<file path="config.mk">
export PLATFORM = sky130hd
export DESIGN_NAME = countdown_timer_flat
export DESIGN_NICKNAME = d
export VERILOG_FILES = /design/src/rtl/countdown_timer_if.sv /design/src/rtl/countdown_timer.sv /design/src/flat_wrapper.sv
export SDC_FILE = /design/constraint.sdc
export NUM_CORES = 1
export LEC_CHECK = 0
export CAP_MARGIN = 15
export CORE_MARGIN = 4
export CORE_UTILIZATION = 44
export CTS_CLUSTER_SIZE = 25
export DETAILED_ROUTE_END_ITERATION = 16
export PLACE_DENSITY = 0.77
export SLEW_MARGIN = 15
export SYNTH_ARGS = -nofsm -noshare
export SYNTH_HDL_FRONTEND = slang
export SYNTH_SLANG_ARGS = --single-unit
</file>
<file path="constraint.sdc">
create_clock -name clk_i -period 2.1 [get_ports clk_i]
set_input_delay 0.42 -clock clk_i [delete_from_list [all_inputs] [get_ports clk_i]]
set_output_delay 0.42 -clock clk_i [all_outputs]
set_load 0.02 [all_outputs]
</file>
<file path="src/rtl/countdown_timer_if.sv">
// Purpose : Groups the control inputs and status outputs of countdown_timer.
// Ports   : en_i/start_i/stop_i/load_value_i drive the timer (master side);
//           count_o/busy_o/done_o/expired_o report its state (slave side).
interface countdown_timer_if #(
    parameter int WIDTH = 5
) ();

    logic             en_i;          // prescaled tick, decrement enable
    logic             start_i;       // single-cycle load-and-go strobe
    logic             stop_i;        // abort, hold count, return to idle
    logic [WIDTH-1:0] load_value_i;  // interval to count down from
    logic [WIDTH-1:0] count_o;       // registered counter value
    logic             busy_o;        // high while counting
    logic             done_o;        // one-cycle expiry pulse
    logic             expired_o;     // level, high while sitting in DONE

    // Scheduler / game FSM side.
    modport master (
        output en_i,
        output start_i,
        output stop_i,
        output load_value_i,
        input  count_o,
        input  busy_o,
        input  done_o,
        input  expired_o
    );

    // Timer side.
    modport slave (
        input  en_i,
        input  start_i,
        input  stop_i,
        input  load_value_i,
        output count_o,
        output busy_o,
        output done_o,
        output expired_o
    );

endinterface

</file>
<file path="src/rtl/countdown_timer.sv">
// Purpose : Loadable down-counter that paces snake movement / timeouts; signals
//           expiry with a one-cycle done pulse and a sticky expired level.
// Ports   : clk_i, rst_i (async, active-high) plus tmr (countdown_timer_if.slave).
// Latency : start at edge N -> count=load_value, busy=1 from N+1; with en held
//           high, count=0 and done=1 at N+1+load_value (N+1 for a zero load).
// Config  : define COUNTDOWN_AUTORELOAD_EN to reload the interval on expiry and
//           keep running instead of parking in DONE.
module countdown_timer #(
    parameter int WIDTH = 5
) (
    input  logic              clk_i,
    input  logic              rst_i,
    countdown_timer_if.slave  tmr
);

    typedef enum logic [1:0] {
        S_IDLE = 2'd0,
        S_RUN  = 2'd1,
        S_DONE = 2'd2
    } state_t;

    localparam logic [WIDTH-1:0] CNT_ZERO = '0;
    localparam logic [WIDTH-1:0] CNT_ONE  = WIDTH'(1);

    state_t           state_q, state_d;
    logic [WIDTH-1:0] count_q, count_d;
    logic             done_q,  done_d;
`ifdef COUNTDOWN_AUTORELOAD_EN
    // Interval captured at start, reused on every expiry while running.
    logic [WIDTH-1:0] reload_q, reload_d;
`endif

    logic             busy;
    logic             expired;

    // ------------------------------------------------------------------
    // State register
    // ------------------------------------------------------------------
    always_ff @(posedge clk_i or posedge rst_i) begin
        if (rst_i) begin
            state_q  <= S_IDLE;
            count_q  <= CNT_ZERO;
            done_q   <= 1'b0;
`ifdef COUNTDOWN_AUTORELOAD_EN
            reload_q <= CNT_ZERO;
`endif
        end else begin
            state_q  <= state_d;
            count_q  <= count_d;
            done_q   <= done_d;
`ifdef COUNTDOWN_AUTORELOAD_EN
            reload_q <= reload_d;
`endif
        end
    end

    // ------------------------------------------------------------------
    // Next-state logic. Priority: stop > start > en.
    // ------------------------------------------------------------------
    always_comb begin
        state_d  = state_q;
        count_d  = count_q;
        done_d   = 1'b0;
`ifdef COUNTDOWN_AUTORELOAD_EN
        reload_d = reload_q;
`endif

        case (state_q)
            S_IDLE, S_DONE: begin
                if (tmr.stop_i) begin
                    // count is already 0 in DONE and held in IDLE
                    state_d = S_IDLE;
                end else if (tmr.start_i) begin
                    count_d  = tmr.load_value_i;
`ifdef COUNTDOWN_AUTORELOAD_EN
                    reload_d = tmr.load_value_i;
`endif
                    // A zero interval expires at once rather than running.
                    if (tmr.load_value_i == CNT_ZERO) begin
                        state_d = S_DONE;
                        done_d  = 1'b1;
                    end else begin
                        state_d = S_RUN;
                    end
                end
            end

            S_RUN: begin
                if (tmr.stop_i) begin
                    state_d = S_IDLE;
                end else if (tmr.start_i) begin
                    // Restart; the en of this cycle is deliberately dropped.
                    count_d  = tmr.load_value_i;
`ifdef COUNTDOWN_AUTORELOAD_EN
                    reload_d = tmr.load_value_i;
`endif
                    if (tmr.load_value_i == CNT_ZERO) begin
                        state_d = S_DONE;
                        done_d  = 1'b1;
                    end
                end else if (tmr.en_i) begin
                    if (count_q > CNT_ONE) begin
                        count_d = count_q - CNT_ONE;
                    end else begin
                        // Expiry. The <=1 test also keeps a stray 0 from
                        // wrapping, so the counter can never go below zero.
                        done_d = 1'b1;
`ifdef COUNTDOWN_AUTORELOAD_EN
                        // reload_q is non-zero here: zero loads never enter RUN.
                        count_d = reload_q;
`else
                        count_d = CNT_ZERO;
                        state_d = S_DONE;
`endif
                    end
                end
            end

            default: begin
                state_d = S_IDLE;
                count_d = CNT_ZERO;
            end
        endcase
    end

    // ------------------------------------------------------------------
    // Output decode (from registered state only, so outputs are glitch-free)
    // ------------------------------------------------------------------
    always_comb begin
        busy    = 1'b0;
        expired = 1'b0;
        case (state_q)
            S_RUN:   busy    = 1'b1;
            S_DONE:  expired = 1'b1;
            default: ;
        endcase
    end

    assign tmr.count_o   = count_q;
    assign tmr.done_o    = done_q;
    assign tmr.busy_o    = busy;
    assign tmr.expired_o = expired;

endmodule

</file>
<file path="src/flat_wrapper.sv">
// flat-port wrapper written by rule: the top's interface ports become plain ports
module countdown_timer_flat 
#(
    parameter int WIDTH = 5
)
  (clk_i, rst_i, tmr_en_i, tmr_start_i, tmr_stop_i, tmr_load_value_i, tmr_count_o, tmr_busy_o, tmr_done_o, tmr_expired_o);
  countdown_timer_if #(.WIDTH(WIDTH)) tmr_i ();
  input  logic clk_i;
  input  logic rst_i;
  input wire logic [$bits(tmr_i.en_i)-1:0] tmr_en_i;
  input wire logic [$bits(tmr_i.start_i)-1:0] tmr_start_i;
  input wire logic [$bits(tmr_i.stop_i)-1:0] tmr_stop_i;
  input wire logic [$bits(tmr_i.load_value_i)-1:0] tmr_load_value_i;
  output wire logic [$bits(tmr_i.count_o)-1:0] tmr_count_o;
  output wire logic [$bits(tmr_i.busy_o)-1:0] tmr_busy_o;
  output wire logic [$bits(tmr_i.done_o)-1:0] tmr_done_o;
  output wire logic [$bits(tmr_i.expired_o)-1:0] tmr_expired_o;
  assign tmr_i.en_i = tmr_en_i;
  assign tmr_i.start_i = tmr_start_i;
  assign tmr_i.stop_i = tmr_stop_i;
  assign tmr_i.load_value_i = tmr_load_value_i;
  assign tmr_count_o = tmr_i.count_o;
  assign tmr_busy_o = tmr_i.busy_o;
  assign tmr_done_o = tmr_i.done_o;
  assign tmr_expired_o = tmr_i.expired_o;
  countdown_timer #(.WIDTH(WIDTH)) u_core (.clk_i(clk_i), .rst_i(rst_i), .tmr(tmr_i));
endmodule
</file>
**Word level (Yosys, flattened, before mapping)**

Index checks and enable logic that the tools add are counted.

- Register bits: 8
- Input bits: 10
- Output and inout bits: 8
- Logic and storage cells: 46

- $add $sub $neg: 1
- Magnitude comparators: 1
- Equality and inequality tests: 10
- Multiplexer cells: 26
- Reductions and logical operators: 5

Operators by type and width:

| kind | count |
|---|---|
| two-way mux 5 bit | 6 |
| two-way mux 2 bit | 8 |
| case mux 5 bit (2 select lines) | 1 |
| two-way mux 1 bit | 9 |
| != test 4 bit, second input constant | 2 |
| AND reduction 4 bit | 2 |
| != test 2 bit, second input constant | 3 |
| != test 3 bit, second input constant | 2 |
| greater-than comparator 5 x 1 -> 1 bit, second input constant | 1 |
| zero test 5 bit | 1 |
| subtractor 5 x 1 -> 5 bit, second input constant | 1 |
| != test 4 x 3 -> 1 bit, second input constant | 1 |
| case mux 2 bit (2 select lines) | 1 |
| equality test 2 x 1 -> 1 bit, second input constant | 1 |
| equality test 2 bit, second input constant | 1 |
| zero test 2 bit | 1 |
| case mux 1 bit (2 select lines) | 1 |
| OR reduction 2 bit | 1 |

**Longest topological paths before layout**

- Depth after elaboration: 6
- Mapped depth: 6
- Gate-level depth less buffers: 6

**Worst setup path after synthesis**

OpenSTA, ideal clock, no wires.

- Path kind: reg2reg
- From: register u_core.count_q[1] (netlist: u_core.tmr.count_o[1])
- To: register u_core.state_q[0]
- Library setup time: 0.128 ns
- Arrival: 1.589 ns
- Required time: 1.972 ns
- Slack: 0.384 ns
- Stages on the path, launching flop included: 7
- Buffers on the path: 0
- Clock period less this slack: 1.716 ns
- Cells stage by stage: dfrtp_1 > inv_1 > ha_1 > o21bai_1 > nand3_1 > a32oi_2 > mux2_1

- Cells in the longest elaborated chain, start to end: 3

RTL lines:

| what | RTL line | source |
|---|---|---|
| start: declaration | countdown_timer.sv:26 | `logic [WIDTH-1:0] count_q, count_d;` |
| start signal: assignment | countdown_timer.sv:49 | `count_q <= count_d;` |
| greater-than comparator 5 x 1 -> 1 bit | countdown_timer.sv:102 | `if (count_q > CNT_ONE) begin` |
| != test 4 bit (no line) | - |  |
| AND reduction 4 bit (no line) | - |  |
| end signal: assignment | countdown_timer.sv:48 | `state_q <= state_d;` |
| end: declaration | countdown_timer.sv:25 | `state_t state_q, state_d;` |

No other way between the ends.
A chain may end at the register's enable or synchronous reset.

**Final worst setup path**

- From: register u_core.state_q[0]
- To: output tmr_busy_o

- Cells in the longest elaborated chain, start to end: 2

RTL lines:

| what | RTL line | source |
|---|---|---|
| equality test 2 x 1 -> 1 bit | countdown_timer.sv:132 | `case (state_q)` |
| two-way mux 1 bit | countdown_timer.sv:132 |  |
| end: declaration | flat_wrapper.sv:15 | `output wire logic [$bits(tmr_i.busy_o)-1:0] tmr_busy_o;` |

No other way between the ends.

==> flow_metrics.py <==
metrics = {
    "route": {
        "routed_via_density": 5.990,
        "routed_wl_um": 1369,
        "wl_per_cell_um": 14.26,
        "drt_iter0_markers": 15,
        "via_count": 575,
        "ant_nets": 0,
        "drc": 0,
        "drtPass1Iterations": 4,
    },
    "place": {
        "hpwl_um": 1066,
        "dp_cells": 93,
        "gp_congestion": 0.8173,
        "port_buffers": 17,
    },
    "global_route": {
        "grtUsageMet2_pct": 21.20,
        "grt_most_used_layer": "met2",
        "grt_overflow": 0,
        "grt_max_degree": 12,
        "grt.met3_usage_pct": 3.586,
        "track_usage_pct": 14.83,
        "grt.met1_usage_pct": 20.10,
        "grt_pass1_wl_um": 2132,
        "grt_pass1_vias": 476,
        "antenna_found_initial": 0,
    },
    "setup_path": {
        "critPathMaxStageDelay_ps": 600,
        "critPathTopFamily": "buffers and inverters",
        "cp.required_ps": 1680,
        "crit_arrival_ps": 1600,
        "path_cells": "and2b_4 -> clkdlybuf4s50_1",
        "critPathKind": "flop to primary output",
        "crit_slowest_cell": "clkdlybuf4s50_1",
        "cp_max_fo": 11,
        "path_buf_inv": 1,
        "cp-end-kind": "primary output",
        "cp-start-kind": "flop",
    },
    "die": {
        "die_y_um": 44.91,
        "die_w_um": 44.91,
        "rows": 13,
        "start_util_pct": 46.64,
        "core_area_um2": 1285,
        "io_pins": 18,
        "die-area_um2": 2016,
    },
    "clock_network": {
        "clock_path_buffers": 2,
        "clkSinkCount": 8,
        "htree_levels": 1,
        "cts_tree": "done",
        "clkLatencyLatePin_ps": 260,
        "cts_resized": 0,
        "cts_setup_buffers": 0,
        "root_buffer": "clkbuf_4",
        "cts_hold_buf": 0,
        "path_clk_slew_ps": 60,
        "cts_buffers": 3,
    },
    "logic_synthesis": {
        "synthFlopType": "dfrtp_1",
        "synthTopCellsByCount": "dfrtp_1 (8), inv_1 (7), o21ai_1 (7)",
        "synthesis.area_um2": 599.3,
        "yosysMostFrequentCell": "dfrtp_1",
        "async_flop_share_pct": 100.0,
        "netlist_instances": 63,
        "ys_seq_area_share_pct": 33.40,
        "synth_cell_types": 29,
        "synth_top_area_share_pct": 33.40,
        "synth_edf_count": 0,
        "synth_top_area_cell": "dfrtp_1",
        "syn_nets": 75,
        "synthTopCellsByArea": "dfrtp_1 (33%), o21ai_1 (5.8%), a21oi_1 (5.0%)",
        "yosys_warnings": 0,
        "ys_ff_latch": 8,
        "avgSynthCellArea_um2": 9.513,
    },
    "cells_and_area": {
        "layout.cells.non_filler": 96,
        "final_core_util_pct": 61.34,
        "antenna_cells": 0,
        "syn_to_final_growth_pct": 31.52,
        "final_nets": 95,
        "fill_cells": 111,
        "layout-drive-gt1-share_pct": 12.35,
    },
    "timing": {
        "setup_violations": 0,
        "max_freq_ghz": 0.4944,
        "finalHoldViolCount": 0,
        "slew_headroom_pct": 71.56,
        "tightest_slew_ps": 423.7,
        "timing.hold.ws_ps": 408.2,
        "rsz0062_at_grt": "no",
        "layout_min_cycle_time_ps": 2022,
        "drv_slew": 0,
        "period_share_pct": 96.31,
        "fin_skew_ps": 6.186,
        "final.setup.tns_ps": 0,
    },
    "power_and_ir_drop": {
        "powerDensity_nw_per_um2": 1264,
        "p_leak_nw": 0.3232,
        "max-vdd-ir-drop_mv": 0.7068,
    },
    "flow_run": {
        "cap_violations": 0,
    },
    "outcome": {
        "status": "completed",
    },
    "hold_path": {
        "holdCritPathClass": "input pin to asynchronous set/reset pin",
    },
}
final cells by class:
class	instances	area (um2)	area share, %
Sequential cell	8	200.2	25.40
Clock buffer	3	22.52	2.857
Timing Repair Buffer	18	177.7	22.54
Multi-Input combinational cell	45	342.8	43.49
Tap cell	15	18.77	2.381
Inverter	7	26.28	3.333
final timing paths:
path | start | to | slack [ps] | cells past startpoint
max | u_core.state_q[0] | tmr_busy_o | 80 | 2
min | rst_i | u_core.tmr.count_o[0] | 410 | 2
max reg2reg | u_core.tmr.count_o[1] | u_core.state_q[0] | 310 | 6
min reg2reg | u_core.tmr.count_o[2] | u_core.tmr.count_o[2] | 610 | 2
max in group asynchronous | rst_i | u_core.state_q[0] | 1440 | 2
min in group clk_i | u_core.tmr.count_o[2] | u_core.tmr.count_o[2] | 610 | 2
sequential cells by signal (all words and copies together) (netlist names):
name	cells
u_core.state_q	2
u_core.tmr.count_o	5
u_core.tmr.done_o	1
metal layers:
layer | part of all wire [%] | up-vias
li1 | - | 272
met1 | 44 | 271
met2 | 47 | 28
met3 | 7.8 | 4
met4 | 1.7 | 0
met5 | 0 | -
power breakdown:
group          internal (W)  total, W  switching, W
Sequential         0.000218  0.000325      0.000107
Combinational      0.000256  0.000547      0.000291
Clock             0.0000659  0.000125     0.0000588
per-stage QoR:
stage          total power (W)  area [um2]  worst slack [ps]
6_report             0.0009966       788.3             77.53
5_1_grt               0.001056       788.3             21.83
4_1_cts              0.0009932       788.3             75.72
3_5_place_dp         0.0008677       765.7             28.09
3_3_place_gp         0.0008578       765.7             51.37
2_1_floorplan        0.0006765       599.3             383.9
placed cells by master (no fill, tap or decap), drive strengths merged, types with 2 or more instances in the layout:
| cell | n |
|---|---|
| nand3 | 2 |
| inv | 7 |
| dfrtp | 8 |
| a211oi | 3 |
| a221oi | 2 |
| a32oi | 2 |
| nor2 | 3 |
| a21oi | 7 |
| clkbuf | 3 |
| clkdlybuf4s50 | 17 |
| o21ai | 7 |
| nor3 | 2 |
| ha | 2 |
| mux2 | 2 |
logic make-up (layout without fill, tap and decap cells):
kind of cell | Yosys count | after routing | share of synthesized area (%)
AOI/OAI and AO/OA | 25 | 25 | 29.23
adders and majority gates | 2 | 2 | 4.175
buffers and inverters | 10 | 28 | 9.396
DFF | 8 | 8 | 33.40
muxes | 2 | 2 | 3.758
and+or+nand+nor | 16 | 16 | 20.04
(Power assumes the default switching activity.)
